**src/rtl/blink_period_meter_if.sv**
```systemverilog
// Signal bundle between a blink source / result consumer and blink_period_meter.
interface blink_period_meter_if #(
  parameter int WIDTH = 16
);
  logic             sig_in;
  logic             clear;
  logic [WIDTH-1:0] period;
  logic [WIDTH-1:0] high_time;
  logic             valid;
  logic             overflow;
  logic [1:0]       state_dbg;

  modport master (
    output sig_in, clear,
    input  period, high_time, valid, overflow, state_dbg
  );

  modport slave (
    input  sig_in, clear,
    output period, high_time, valid, overflow, state_dbg
  );
endinterface

```
**src/rtl/blink_period_meter.sv**
```systemverilog
// Measures period and high time of an asynchronous blink input in clk cycles,
// with a one-cycle valid strobe and a sticky overflow for lost/slow input.
module blink_period_meter #(
  parameter int WIDTH       = 16,
  parameter int SYNC_STAGES = 2
) (
  input logic                 clk,
  input logic                 rst_n,
  blink_period_meter_if.slave bus
);

  typedef enum logic [1:0] {
    IDLE = 2'd0,
    HIGH = 2'd1,
    LOW  = 2'd2
  } state_t;

  localparam logic [WIDTH-1:0] CNT_MAX = '1;

  logic [SYNC_STAGES-1:0] sync;
  logic                   s;
  logic                   prev;
  logic                   rise;
  logic                   fall;

  state_t           state, state_n;
  logic [WIDTH-1:0] cnt, cnt_n;
  logic [WIDTH-1:0] hi_tmp, hi_tmp_n;
  logic [WIDTH-1:0] period_q, period_n;
  logic [WIDTH-1:0] high_q, high_n;
  logic             valid_q, valid_n;
  logic             ovf_q, ovf_n;

  always_ff @(posedge clk or negedge rst_n) begin
    if (!rst_n) begin
      sync <= '0;
      prev <= 1'b0;
    end else begin
      sync <= {sync[SYNC_STAGES-2:0], bus.sig_in};
      prev <= s;
    end
  end

  assign s    = sync[SYNC_STAGES-1];
  assign rise = s & ~prev;
  assign fall = ~s & prev;

  always_ff @(posedge clk or negedge rst_n) begin
    if (!rst_n) begin
      state    <= IDLE;
      cnt      <= '0;
      hi_tmp   <= '0;
      period_q <= '0;
      high_q   <= '0;
      valid_q  <= 1'b0;
      ovf_q    <= 1'b0;
    end else begin
      state    <= state_n;
      cnt      <= cnt_n;
      hi_tmp   <= hi_tmp_n;
      period_q <= period_n;
      high_q   <= high_n;
      valid_q  <= valid_n;
      ovf_q    <= ovf_n;
    end
  end

  // Priority: clear, then saturation, then a closing rise, then fall/count.
  // Saturation wins over a rise so an out-of-range period is never reported.
  always_comb begin
    state_n  = state;
    cnt_n    = cnt;
    hi_tmp_n = hi_tmp;
    period_n = period_q;
    high_n   = high_q;
    valid_n  = 1'b0;
    ovf_n    = ovf_q;
    if (bus.clear) begin
      state_n  = IDLE;
      cnt_n    = '0;
      hi_tmp_n = '0;
      period_n = '0;
      high_n   = '0;
      ovf_n    = 1'b0;
    end else begin
      case (state)
        IDLE: begin
          cnt_n = '0;
          if (rise) begin
            state_n = HIGH;
            cnt_n   = WIDTH'(1);
          end
        end
        HIGH, LOW: begin
          if (cnt == CNT_MAX) begin
            ovf_n   = 1'b1;
            state_n = IDLE;
            cnt_n   = '0;
          end else if (rise && state == LOW) begin
            period_n = cnt;
            high_n   = hi_tmp;
            valid_n  = 1'b1;
            cnt_n    = WIDTH'(1);
            state_n  = HIGH;
          end else begin
            cnt_n = cnt + WIDTH'(1);
            if (fall && state == HIGH) begin
              hi_tmp_n = cnt;
              state_n  = LOW;
            end
          end
        end
        default: begin
          state_n = IDLE;
          cnt_n   = '0;
        end
      endcase
    end
  end

  assign bus.period    = period_q;
  assign bus.high_time = high_q;
  assign bus.valid     = valid_q;
  assign bus.overflow  = ovf_q;
  assign bus.state_dbg = state;

endmodule

```
**src/flat_wrapper.sv**
```systemverilog
// flat-port wrapper written by rule: the top's interface ports become plain ports
module blink_period_meter_flat 
#(
  parameter int WIDTH       = 16,
  parameter int SYNC_STAGES = 2
)
  (clk, rst_n, bus_sig_in, bus_clear, bus_period, bus_high_time, bus_valid, bus_overflow, bus_state_dbg);
  blink_period_meter_if #(.WIDTH(WIDTH)) bus_i ();
  input logic clk;
  input logic rst_n;
  input wire logic [$bits(bus_i.sig_in)-1:0] bus_sig_in;
  input wire logic [$bits(bus_i.clear)-1:0] bus_clear;
  output wire logic [$bits(bus_i.period)-1:0] bus_period;
  output wire logic [$bits(bus_i.high_time)-1:0] bus_high_time;
  output wire logic [$bits(bus_i.valid)-1:0] bus_valid;
  output wire logic [$bits(bus_i.overflow)-1:0] bus_overflow;
  output wire logic [$bits(bus_i.state_dbg)-1:0] bus_state_dbg;
  assign bus_i.sig_in = bus_sig_in;
  assign bus_i.clear = bus_clear;
  assign bus_period = bus_i.period;
  assign bus_high_time = bus_i.high_time;
  assign bus_valid = bus_i.valid;
  assign bus_overflow = bus_i.overflow;
  assign bus_state_dbg = bus_i.state_dbg;
  blink_period_meter #(.WIDTH(WIDTH), .SYNC_STAGES(SYNC_STAGES)) u_core (.clk(clk), .rst_n(rst_n), .bus(bus_i));
endmodule
```
**config.mk**
```make
export PLATFORM = sky130hd
export DESIGN_NAME = blink_period_meter_flat
export DESIGN_NICKNAME = d
export VERILOG_FILES = /design/src/rtl/blink_period_meter_if.sv /design/src/rtl/blink_period_meter.sv /design/src/flat_wrapper.sv
export SDC_FILE = /design/constraint.sdc
export NUM_CORES = 1
export LEC_CHECK = 0
export ABC_AREA = 1
export CORE_MARGIN = 3
export CORE_UTILIZATION = 40
export DETAILED_ROUTE_END_ITERATION = 12
export GPL_TIMING_DRIVEN = 0
export SKIP_LAST_GASP = 1
export SLEW_MARGIN = 10
export SYNTH_ARGS = -nofsm -noshare
export SYNTH_HDL_FRONTEND = slang
export SYNTH_SLANG_ARGS = --single-unit
```
**constraint.sdc**
```tcl
create_clock -name clk -period 3.4 [get_ports clk]
set_input_delay 0.68 -clock clk [delete_from_list [all_inputs] [get_ports clk]]
set_output_delay 0.68 -clock clk [all_outputs]
set_load 0.01 [all_outputs]
```
Word level (Yosys, flattened, before mapping) --
Index checks and enable logic that the tools add are counted.
Storage, ports and cells: register bits 71, bits of input ports 4, word-level logic and storage cells 64
Operators by class: $add $sub $neg 1, equality and inequality tests 7, muxes and demuxes 31, bitwise logic cells 4, reductions and logical operators 12
Operator list (number):
- 16-bit 2-to-1 mux | 16
- 16-bit case mux with 2 select lines | 1
- 16-bit by 1-bit adder with 16-bit output, second input constant | 1
- 16-bit == test, second input constant | 1
- 2-bit 2-to-1 mux | 5
- 1-bit 2-to-1 mux | 8
- 2-bit nonzero test | 4
- 5-bit by 2-bit inequality test with 1-bit output, second input constant | 1
- 2-bit inequality test, second input constant | 2
- 2-bit case mux with 2 select lines | 1
- 2-bit AND reduction | 2
- 4-bit AND reduction | 1
- 3-bit by 2-bit inequality test with 1-bit output, second input constant | 1
- 3-bit AND reduction | 1
- 1-bit bitwise AND | 2
- 2-bit by 1-bit == test with 1-bit output, second input constant | 1
- 2-bit == test, second input constant | 1
- 1-bit logical AND | 2
- 2-bit zero test | 1
- 1-bit inverter | 2
- 2-bit OR reduction | 1

Logic depth before layout (Yosys ltp) --
Gate-level depths: netlist of the first run.
word-level depth 8, gate-level depth with buffers 12, depth with buffers taken out 10

Least setup slack after synthesis of the first run --
No wires, ideal clock.
path type register -> register, from reg u_core.state[0] (netlist: u_core.bus.state_dbg[0]), to reg u_core.high_q[12] (netlist: u_core.bus.high_time[12]), setup time 0.065 ns, arrival 1.547 ns, slack 1.788 ns, cell stages (with the launch flop) 8, path buffers 1, period minus slack after synthesis 1.612 ns, cells stage by stage dfrtp_1 inv_1 ha_1 nand4_1 nor2_2 buf_2 nand2_1 nand2_1
Between the ends: longest elaborated chain between the ends 4, elaborated cells between the ends (all ways) 7, classes of those cells eq/ne (2); reduce/logical (5)
Ends and longest elaborated chain:
- start, declared | line blink_period_meter.sv:26 | state_t state, state_n;
- start signal, assigned | line blink_period_meter.sv:58 | state <= state_n;
- 2-bit by 1-bit == test with 1-bit output or 2-bit == test (tied branches) | line blink_period_meter.sv:86, blink_period_meter.sv:99
- 2-bit OR reduction or 1-bit logical AND (tied branches) | line blink_period_meter.sv:86, blink_period_meter.sv:99
- 2-bit nonzero test (no source line)
- 3-bit AND reduction (no source line) *
- end signal, assigned | line blink_period_meter.sv:62 | high_q <= high_n;
- end, declared | line blink_period_meter.sv:30 | logic [WIDTH-1:0] high_q, high_n;
Mark *: on every way between the ends. The rest lies on a longest branch, timed or not. A chain may end at the register's enable or synchronous reset.

Final worst setup path of the first run --
from reg u_core.state[1] (netlist: u_core.bus.state_dbg[1]), to out bus_state_dbg[1]
RTL lines:
- end, declared | line flat_wrapper.sv:17 | output wire logic [$bits(bus_i.state_dbg)-1:0] bus_state_dbg;
No word-level cell between the ends.

==> results of run 1 <==
[worst max path at each step]
stage                                  from                  endpoint  slack, ns  cells after the start
CTS                 u_core.bus.state_dbg[1]          bus_state_dbg[1]       1.35                      1
finish              u_core.bus.state_dbg[1]          bus_state_dbg[1]       1.38                      1
global route                  u_core.cnt[0]      u_core.bus.period[5]       1.22                      9
floorplan           u_core.bus.state_dbg[0]  u_core.bus.high_time[12]       1.79                      7
detailed placement            u_core.cnt[0]      u_core.bus.period[5]       1.43                      9
global placement                      rst_n  u_core.bus.high_time[15]      -0.78                      1
[area by class of cell]
cell class | count | area share
buffer | 12 | 0.02663
clock buffer | 10 | 0.03488
clock inverter | 6 | 0.02346
inverter | 25 | 0.02378
multi-input combinational | 260 | 0.3069
sequential | 71 | 0.4502
tap | 99 | 0.03139
timing repair buffer | 39 | 0.1027
[metrics by stage]
| step | setup WS (ns) | cell area (um^2) | hold slack, ns |
|---|---|---|---|
| floorplan | 1.788 | 3187 | 0.3312 |
| global placement | -0.7754 | 3691 | 0.3333 |
| detailed placement | 1.431 | 3716 | 0.3426 |
| CTS | 1.354 | 3946 | 0.2000 |
| global route | 1.225 | 3946 | 0.2036 |
| finish | 1.381 | 3946 | 0.2076 |
[logic make-up (layout without fill, tap and decap cells)]
family / count (synthesis) / count (layout)
XOR/XNOR: 6 / 6
buffers and inverters: 37 / 92
AND/OR/NAND/NOR: 241 / 241
flip-flops: 71 / 71
AO/OA/AOI/OAI: 8 / 8
adder cells (fa/ha/maj): 5 / 5
[cell usage in the layout (no fill, tap or decap), drive strengths merged]
| cell | synthesis | routed |
|---|---|---|
| nand2 | 182 | 182 |
| o21ai | 3 | 3 |
| inv | 24 | 25 |
| buf | 12 | 14 |
| ha | 5 | 5 |
| bufinv | 0 | 2 |
| a21o | 1 | 1 |
| nand3 | 16 | 16 |
| dfrtp | 71 | 71 |
| clkbuf | 0 | 10 |
| o31ai | 1 | 1 |
| xor2 | 5 | 5 |
| clkinv | 1 | 2 |
| xnor2 | 1 | 1 |
| nor3 | 4 | 4 |
| nor2 | 37 | 37 |
| a21oi | 3 | 3 |
| clkdlybuf4s50 | 0 | 37 |
| nand4 | 2 | 2 |
| clkinvlp | 0 | 2 |
[state kept, by name, indices dropped and copies added, names as in the netlist]
register              flops
u_core.bus.high_time     16
u_core.bus.period        16
u_core.cnt               16
u_core.hi_tmp            16
u_core.bus.state_dbg      2
u_core.sync               2
u_core.bus.overflow       1
u_core.bus.valid          1
u_core.prev               1
[power by group through the flow]
| stage | Sequential (mW) | Combinational, mW | Clock (mW) |
|---|---|---|---|
| floorplan | 0.898 | 0.197 | 0 |
| global placement | 0.899 | 0.277 | 0 |
| detailed placement | 0.900 | 0.283 | 0 |
| CTS | 0.883 | 0.285 | 0.784 |
| global route | 0.887 | 0.323 | 0.825 |
| finish | 0.883 | 0.280 | 0.762 |
[metal layers]
metal  global-route usage  vias up
met5                    0        -
met1               0.2296     1081
met3              0.04025        4
met2               0.2257       39
met4              0.05409        0
li1                     -     1222
==> results.py, run 1 <==
metrics = {
    "worst_setup_path": {
        "cp_top_family": "buffers and inverters",
        "criticalPathCategory": "reg2out",
        "crit-reg2reg-launch": "u_core.cnt[0]",
        "timing.critical_path.arrival_ns": 1.34,
        "end_kind": "output pin",
        "critical_path.startpoint_type": "flip-flop",
        "critPathRequiredTime_ns": 2.72,
        "crit_path_top_delay_cell": "sky130_fd_sc_hd__clkdlybuf4s50_1",
        "crit_path_max_incr_delay_ns": 0.57,
        "timing.reg2reg.setup_slack_ns": 1.43,
        "path_cells": "clkdlybuf4s50_1",
        "reg2reg_depth": 9,
        "critical_path.n_buffers_inverters": 1,
        "endpoint_of_the_worst_register_to_register_path": "u_core.bus.period[5]",
        "critical_path_peak_fanout": 5,
    },
    "cells_and_area": {
        "share_of_post_route_cells_with_drive_strength_above_1": 0.1371,
        "multiInputGateArea_um2": 1211,
        "layout.nets": 427,
        "postLayoutCoreUtil": 0.5272,
        "final-seq-area_um2": 1777,
        "finalNonFillerCells": 522,
        "fillerInstances": 722,
        "n_antenna_cell": 0,
        "area.growth.synth_to_final_pct": 23.83,
    },
    "global_route": {
        "grt_antenna_before_repair": 0,
        "grt.total_usage": 0.1571,
        "wire_length_of_the_first_global_routing_pass_mm": 10.99,
        "grt.overflow.total": 0,
        "grt_start_max_net_pins": 55,
        "grt_pass1_vias": 2324,
    },
    "sta": {
        "finalCritPeriodShare": 0.5938,
        "final.setup.tns_ns": 0,
        "max-slew-margin-rel": 0.6932,
        "clock-skew-final_ns": 0.007227,
        "worstMarginPinSlew_ns": 0.4586,
        "grt_setup_unrepaired": "false",
        "finalSetupViolations": 0,
        "number_of_endpoints_with_negative_hold_slack_in_the_final_report": 0,
        "maxSlewViolCount": 0,
        "finalCriticalPeriod_ns": 2.019,
        "max_freq_mhz": 495.3,
    },
    "drt": {
        "wl_met1_mm": 3.248,
        "met3_wirelength_um": 219,
        "pre_repair_dr_iteration_count": 4,
        "detailroute.via_count": 2346,
        "routed_via_density": 4.494,
        "highest-signal-layer": "met4",
        "detailedRoute.firstIterationViolations": 108,
        "dr_wl_met2_mm": 2.693,
        "route.final.wire_length_mm": 6.213,
        "detail_route.drc_violations": 0,
        "drt-wirelength-per-cell_um": 11.90,
        "route.antenna.remaining_nets": 0,
    },
    "synth": {
        "count_of_flip_flops_with_a_built_in_enable_after_synthesis": 0,
        "synthesis_stage_register_bit_count": 71,
        "proportion_of_synthesized_chip_area_in_sequential_cells": 0.5575,
        "synth_largest_area_cell": "sky130_fd_sc_hd__dfrtp_1",
        "syn_nets": 377,
        "post_synth_xor_area_fraction": 0.01649,
        "yosys.cell_types.count": 26,
        "yosysMostFrequentCell": "sky130_fd_sc_hd__nand2_1",
        "complex_gate_fraction_of_the_synthesized_area": 0.01453,
        "synth.top_cell.area_share": 0.5575,
        "syn_area_per_cell_um2": 8.660,
        "synth_top_family_by_area": "simple AND/OR/NAND/NOR gates",
        "synth_mux_area_frac": 0,
        "synth-adder-area-share": 0.01963,
        "yosys_most_used_dff": "sky130_fd_sc_hd__dfrtp_1",
        "syn-instance-count": 368,
        "post_synth_instance_area_um2": 3187,
        "post_synth_top_cells": "sky130_fd_sc_hd__nand2_1 (166), sky130_fd_sc_hd__dfrtp_1 (71), sky130_fd_sc_hd__nor2_1 (29)",
        "asyncSetResetFlopFracSynth": 1.000,
        "post_synth_main_area_contributors": "sky130_fd_sc_hd__dfrtp_1 (56%), sky130_fd_sc_hd__nand2_1 (20%), sky130_fd_sc_hd__nor2_1 (3.4%), sky130_fd_sc_hd__nand2_2 (2.7%), sky130_fd_sc_hd__inv_1 (2.6%)",
        "simple_gate_portion_of_the_synthesized_area": 0.3294,
        "ys.warnings.count": 0,
    },
    "place": {
        "numPlacedInstances": 506,
        "port-buffer-count": 38,
        "place.detailed.hpwl_mm": 4.378,
        "place_congestion": 0.8112,
    },
    "clock_network": {
        "tritoncts": "built",
        "cts.reportedPaths.clkPinSlew_ns": 0.07,
        "cts.repair_timing.setup_buffer_count": 0,
        "cts_max_path_bufs": 2,
        "cts_resized": 0,
        "total_cts_buffers": 9,
        "clock_tree.htree_level_count": 3,
        "cts_num_sinks": 71,
        "post_cts_hold_buffer_count": 0,
        "clkLatencyLatePin_ns": 0.34,
        "cts.root.buffer_cell": "sky130_fd_sc_hd__clkbuf_8",
    },
    "floorplanning": {
        "die-area_um2": 9074,
        "num_io_pins": 40,
        "core-area_um2": 7486,
        "die-height_um": 95.26,
        "die_x_um": 95.26,
        "fp-row-count": 31,
        "floorplan.initialDensity": 0.4257,
    },
    "power_and_ir_drop": {
        "cellLeakagePower_nw": 2.018,
        "part_of_the_total_power_dissipated_in_the_clock_network": 0.396,
        "worst_ir_drop_vdd_uv": 275.7,
        "p_sw_mw": 0.5279,
        "total_power_mw": 1.924,
        "power_density_cells_nw_per_um2": 487.6,
        "sw_frac_of_total": 0.2744,
        "internal_power_contribution_mw": 1.396,
        "combinationalPowerShare": 0.145,
        "seq_power_share": 0.459,
    },
    "worst_hold_path": {
        "hold_crit_path_type": "in2async",
    },
    "flow_run": {
        "cap_viol_max_count": 0,
    },
    "status": {
        "outcome": "finished, final reports clean",
    },
}
Power figures use the tool's default switching activity.
==> inputs of run 2 (changes only) <==
clock period = 1.6 ns   (was 3.4 ns; I/O delays follow)
==> results.py, run 2 (synthesis gave the netlist of run 1 again) <==
metrics = {
    "status": {
        "outcome": "finished, final reports clean",
    },
    "cells_and_area": {
        "fillerInstances": 652,
        "commonest_non_fill_non_tap_cell_in_the_layout": "sky130_fd_sc_hd__nand2_1",
        "area.growth.synth_to_final_pct": 43.11,
        "most-common-layout-cells": "sky130_fd_sc_hd__nand2_1 (136), sky130_fd_sc_hd__dfrtp_1 (61), sky130_fd_sc_hd__nand2_2 (41), sky130_fd_sc_hd__buf_4 (30), sky130_fd_sc_hd__nor2_1 (24)",
        "final-seq-area_um2": 1789,
        "multiInputGateArea_um2": 1409,
        "n_antenna_cell": 0,
        "layout.nets": 464,
        "share_of_post_route_cells_with_drive_strength_above_1": 0.3261,
    },
    "flow_run": {
        "cap_viol_max_count": 0,
    },
    "worst_setup_path": {
        "critical_path.n_buffers_inverters": 3,
        "critPathRequiredTime_ns": 1.88,
        "timing.reg2reg.setup_slack_ns": 0.01,
        "criticalPathCategory": "reg2reg",
        "crit_path_max_incr_delay_ns": 0.41,
        "timing.critical_path.arrival_ns": 1.87,
        "critical_path_peak_fanout": 7,
        "cp_top_family": "simple AND/OR/NAND/NOR gates",
        "crit_path_top_delay_cell": "sky130_fd_sc_hd__dfrtp_1",
        "critical_path.startpoint_type": "flip-flop",
        "path_cells": "inv_2 -> ha_4 -> nand4_1 -> nor2_4 -> buf_12 -> buf_8 -> nand2_2 -> nand2_1",
        "end_kind": "flip-flop",
    },
    "floorplanning": {
        "die-area_um2": 9074,
        "fp-row-count": 31,
        "num_io_pins": 40,
        "floorplan.initialDensity": 0.4257,
        "core-area_um2": 7486,
        "die_x_um": 95.26,
        "die-height_um": 95.26,
    },
    "place": {
        "port-buffer-count": 38,
        "place_congestion": 0.8219,
        "place.detailed.hpwl_mm": 4.423,
    },
    "sta": {
        "final.setup.tns_ns": 0,
        "maxSlewViolCount": 0,
        "finalSetupViolations": 0,
        "finalCriticalPeriod_ns": 1.588,
        "worstMarginPinSlew_ns": 0.3450,
        "grt_setup_unrepaired": "true",
        "whs_ns": 0.3615,
        "finalCritPeriodShare": 0.9928,
        "max-slew-margin-rel": 0.7700,
        "clock-skew-final_ns": 0.009271,
        "max_freq_mhz": 629.5,
        "number_of_endpoints_with_negative_hold_slack_in_the_final_report": 0,
    },
    "power_and_ir_drop": {
        "combinationalPowerShare": 0.211,
        "seq_power_share": 0.440,
        "sw_frac_of_total": 0.2869,
        "part_of_the_total_power_dissipated_in_the_clock_network": 0.349,
        "power_density_cells_nw_per_um2": 933.4,
        "p_sw_mw": 1.221,
        "total_power_mw": 4.257,
        "worst_ir_drop_vdd_uv": 442.4,
        "cellLeakagePower_nw": 2.715,
        "internal_power_contribution_mw": 3.035,
    },
    "clock_network": {
        "cts.root.buffer_cell": "sky130_fd_sc_hd__clkbuf_8",
        "clock_tree.htree_level_count": 3,
        "clkLatencyLatePin_ns": 0.35,
        "total_cts_buffers": 9,
        "tritoncts": "built",
        "cts.reportedPaths.clkPinSlew_ns": 0.08,
        "cts_max_path_bufs": 2,
        "cts_num_sinks": 71,
    },
    "global_route": {
        "grt.overflow.total": 0,
        "grt_start_max_net_pins": 59,
        "grt_pass1_vias": 2510,
        "wire_length_of_the_first_global_routing_pass_mm": 11.93,
        "grt.total_usage": 0.1712,
        "grt_antenna_before_repair": 0,
    },
    "drt": {
        "route.final.wire_length_mm": 7.228,
        "detailedRoute.firstIterationViolations": 103,
        "drt-wirelength-per-cell_um": 12.93,
        "routed_via_density": 4.589,
        "detailroute.via_count": 2565,
        "detail_route.drc_violations": 0,
        "pre_repair_dr_iteration_count": 4,
        "route.antenna.remaining_nets": 0,
    },
    "worst_hold_path": {
        "hold_crit_path_type": "in2async",
    },
}
-- run 2: cell count changes in the layout (fill, tap and decap cells not counted), sizes merged --
cell,previous run,this run
clkinvlp,2,1
buf,14,50
inv,25,24
dlygate4sd3,0,1
dlygate4sd2,0,2
clkinv,2,4
clkdlybuf4s50,37,12
dlymetal6s2s,0,23
clkbuf,10,11
bufinv,2,1
-- run 2: cell type report --
type | count | area share
Clock inverter | 5 | 0.01235
Inverter | 25 | 0.02058
Tap cell | 99 | 0.02716
Clock buffer | 11 | 0.03320
Multi-Input combinational cell | 260 | 0.3089
Timing Repair Buffer | 77 | 0.1753
Sequential cell | 71 | 0.3923
Buffer | 11 | 0.03018
-- run 2: stage by stage --
| step | setup WS [ns] | instance area [um^2] | util | instances |
|---|---|---|---|---|
| after floorplan | 0.02256 | 3189 | - | 368 |
| after global placement | -2.224 | 3694 | 0.4934 | 505 |
| after detailed placement | -0.3511 | 3719 | 0.4967 | 506 |
| after CTS | -0.009861 | 4267 | 0.5699 | 547 |
| after global routing | -0.09430 | 4561 | 0.6092 | 559 |
| final | 0.01156 | 4561 | 0.6092 | 559 |
-- run 2: timing repair --
| action | in CTS | in global routing |
|---|---|---|
| hold endpoints to repair | 13 | 0 |
| resized for setup | 41 | 74 |
| hold buffers | 1 | 0 |
| cloned | 3 | 0 |
| setup endpoints to repair | 68 | 87 |
| buffers inserted | 23 | 12 |
| pin swaps | 11 | 29 |
-- run 2: worst register-to-register path, delay by kind of cell (launching register included) --
family        cells  cell delay, ns
flops             1            0.41
simple gates      4            0.45
buf+inv           3            0.34
fa+ha+maj         1            0.32
-- run 2: worst paths after layout --
check	startpoint	end	cells past startpoint
max in group asynchronous	rst_n	u_core.cnt[6]	3
min	rst_n	u_core.bus.high_time[1]	2
min reg2reg	u_core.sync[0]	u_core.sync[1]	0
max	u_core.bus.state_dbg[1]	u_core.bus.period[5]	8
max reg2reg	u_core.bus.state_dbg[1]	u_core.bus.period[5]	8
min in group clk	bus_clear	u_core.bus.overflow	2
-- run 2: power groups by stage --
stage,Clock [mW],Combinational (mW),Sequential (mW)
final,1.48,0.900,1.87
after global routing,1.60,0.993,1.88
after CTS,1.51,0.810,1.87
after detailed placement,0,0.620,1.91
after global placement,0,0.598,1.91
after floorplan,0,0.426,1.91
-- run 2: routing by layer --
metal / global-route usage / routed length (um) / vias to the layer above
met2: 0.2793 / 3478 / 43
met5: 0 / 0 / -
li1: - / - / 1297
met3: 0.04499 / 296 / 10
met4: 0.05048 / 96 / 0
met1: 0.2239 / 3356 / 1215
==> inputs of run 3 (changes only) <==
CORE_UTILIZATION = 23   (was 40)
==> results.py, run 3 (synthesis gave the netlist of run 1 again) <==
metrics = {
    "status": {
        "outcome": "finished, violations left",
        "failed_checks": "negative setup slack",
    },
    "worst_setup_path": {
        "reg2reg_depth": 10,
        "path_cells": "ha_4 -> nand3_4 -> nor2_4 -> nand2_4 -> nand4_1 -> nor2_4 -> buf_12 -> buf_8 -> nand2_2 -> nand2_1",
        "timing.critical_path.mode_cell": "sky130_fd_sc_hd__nor2_4",
        "critical_path.n_buffers_inverters": 2,
        "endpoint_of_the_worst_register_to_register_path": "u_core.bus.period[2]",
        "crit-reg2reg-launch": "u_core.cnt[1]",
        "critical_path.startpoint_type": "flip-flop",
        "criticalPathCategory": "reg2reg",
        "crit_path_max_incr_delay_ns": 0.42,
        "timing.critical_path.arrival_ns": 1.90,
        "timing.reg2reg.setup_slack_ns": -0.03,
        "critPathRequiredTime_ns": 1.87,
        "critical_path_peak_fanout": 5,
        "end_kind": "flip-flop",
        "crit_path_top_delay_cell": "sky130_fd_sc_hd__dfrtp_1",
        "cp_top_family": "simple AND/OR/NAND/NOR gates",
    },
    "cells_and_area": {
        "final_design_area_excluding_fillers_um2": 4686,
        "finalNonFillerCells": 639,
        "most-common-layout-cells": "sky130_fd_sc_hd__nand2_1 (144), sky130_fd_sc_hd__dfrtp_1 (65), sky130_fd_sc_hd__buf_4 (35), sky130_fd_sc_hd__nand2_2 (31), sky130_fd_sc_hd__nor2_1 (24)",
        "n_antenna_cell": 0,
        "area.growth.synth_to_final_pct": 47.04,
        "fillerInstances": 1347,
        "commonest_non_fill_non_tap_cell_in_the_layout": "sky130_fd_sc_hd__nand2_1",
        "layout.nets": 467,
        "share_of_post_route_cells_with_drive_strength_above_1": 0.3024,
    },
    "clock_network": {
        "tritoncts": "built",
        "cts_max_path_bufs": 2,
        "total_cts_buffers": 9,
        "cts.reportedPaths.clkPinSlew_ns": 0.06,
        "clkLatencyLatePin_ns": 0.34,
        "clock_tree.htree_level_count": 3,
        "cts_num_sinks": 71,
        "cts.root.buffer_cell": "sky130_fd_sc_hd__clkbuf_16",
    },
    "place": {
        "place_congestion": 0.8045,
        "setup_slack_after_placement_ns": -0.3432,
        "port-buffer-count": 38,
        "placedInstanceArea_um2": 3815,
        "place.detailed.hpwl_mm": 4.926,
        "numPlacedInstances": 583,
    },
    "power_and_ir_drop": {
        "power_density_cells_nw_per_um2": 1001,
        "total_power_mw": 4.692,
        "worst_ir_drop_vdd_uv": 670.3,
        "cellLeakagePower_nw": 2.584,
    },
    "sta": {
        "max_freq_mhz": 614.4,
        "grt_setup_unrepaired": "true",
        "number_of_endpoints_with_negative_hold_slack_in_the_final_report": 0,
        "finalCriticalPeriod_ns": 1.628,
        "worstMarginPinSlew_ns": 0.3456,
        "whs_ns": 0.3501,
        "clock-skew-final_ns": 0.01213,
        "maxSlewViolCount": 0,
        "finalCritPeriodShare": 1.017,
        "finalSetupViolations": 22,
        "max-slew-margin-rel": 0.7696,
        "final_critical_path_setup_slack_ns": -0.02751,
    },
    "global_route": {
        "grt.overflow.total": 0,
        "wire_length_of_the_first_global_routing_pass_mm": 12.75,
        "grt_antenna_before_repair": 0,
        "grt.total_usage": 0.1058,
        "grt_start_max_net_pins": 60,
        "grt_pass1_vias": 2624,
    },
    "drt": {
        "highest-signal-layer": "met4",
        "route.final.wire_length_mm": 8.022,
        "route.antenna.remaining_nets": 0,
        "detailedRoute.firstIterationViolations": 179,
        "detail_route.drc_violations": 0,
        "pre_repair_dr_iteration_count": 4,
        "detailroute.via_count": 2606,
        "dr_wl_met2_mm": 4.040,
        "wl_met1_mm": 3.421,
        "met3_wirelength_um": 445,
        "drt-wirelength-per-cell_um": 12.55,
        "routed_via_density": 4.078,
    },
    "floorplanning": {
        "fp-row-count": 42,
        "die-height_um": 123.7,
        "die_x_um": 123.7,
        "core-area_um2": 13400,
        "floorplan.initialDensity": 0.2378,
        "num_io_pins": 40,
        "die-area_um2": 15300,
    },
    "worst_hold_path": {
        "hold_depth": 0,
        "hp-start": "u_core.sync[0]",
        "whs_endpoint": "u_core.sync[1]",
        "hold_crit_path_type": "reg2reg",
    },
    "flow_run": {
        "cap_viol_max_count": 0,
    },
}
run 3: changes by cell type in the layout (fill, tap and decap cells not counted), sizes merged:
cell,previous run,this run
buf,50,53
bufinv,1,0
clkinv,4,6
dlymetal6s2s,23,12
clkbuf,11,10
clkinvlp,1,0
clkdlybuf4s50,12,23
inv,24,25
run 3: how the worst max path moves through the flow:
stage | startpoint | end | slack, ns | depth (start not counted)
floorplan | u_core.bus.state_dbg[1] | u_core.hi_tmp[6] | 0.02 | 7
global placement | rst_n | u_core.bus.period[8] | -2.18 | 1
detailed placement | u_core.cnt[0] | u_core.bus.period[5] | -0.34 | 9
CTS | u_core.cnt[0] | u_core.bus.period[2] | -0.009 | 10
global route | u_core.cnt[0] | u_core.bus.period[2] | -0.12 | 10
finish | u_core.cnt[1] | u_core.bus.period[2] | -0.03 | 10
run 3: power breakdown:
group	total, mW	switching, mW	internal [mW]
registers	1.87	0.0336	1.83
logic	0.943	0.520	0.424
clock network	1.88	0.785	1.10
total	4.69	1.34	3.35
run 3: timing repair:
item | in CTS | in global routing
endpoints found under the hold margin | 12 | 0
endpoints found under the setup margin | 66 | 75
buffers inserted | 26 | 11
pin swaps | 9 | 16
hold buffers | 1 | 0
gates resized for setup | 36 | 54
cloned | 3 | 0
run 3: final cells by class:
class / count / area [um^2] / share of cell area
sequential: 71 / 1784 / 0.3808
multi-input combinational: 260 / 1391 / 0.2969
timing repair buffer: 80 / 778.2 / 0.1661
clock buffer: 10 / 239.0 / 0.05100
tap: 176 / 220.2 / 0.04700
buffer: 11 / 133.9 / 0.02857
inverter: 25 / 93.84 / 0.02003
clock inverter: 6 / 45.04 / 0.009613
run 3: metrics by stage:
step / TNS [ns] / util
after floorplan: 0 / -
after global placement: -166.96 / 0.2828
after detailed placement: -13.26 / 0.2847
after CTS: -0.009130 / 0.3315
after global routing: -3.462 / 0.3497
final: -0.2121 / 0.3497
run 3: worst reg2reg max path, stage by stage, from the launching register on:
cell and delay, ns:
sky130_fd_sc_hd__dfrtp_1 0.42, sky130_fd_sc_hd__ha_4 0.19, sky130_fd_sc_hd__nand3_4 0.07, sky130_fd_sc_hd__nor2_4 0.05, sky130_fd_sc_hd__nand2_4 0.09, sky130_fd_sc_hd__nand4_1 0.18, sky130_fd_sc_hd__nor2_4 0.19, sky130_fd_sc_hd__buf_12 0.14
sky130_fd_sc_hd__buf_8 0.12, sky130_fd_sc_hd__nand2_2 0.05, sky130_fd_sc_hd__nand2_1 0.07
run 3: layer usage:
layer	global-route usage	vias up
li1	-	1303
met1	0.1272	1234
met2	0.1764	59
met3	0.03224	10
met4	0.04291	0
met5	0	-
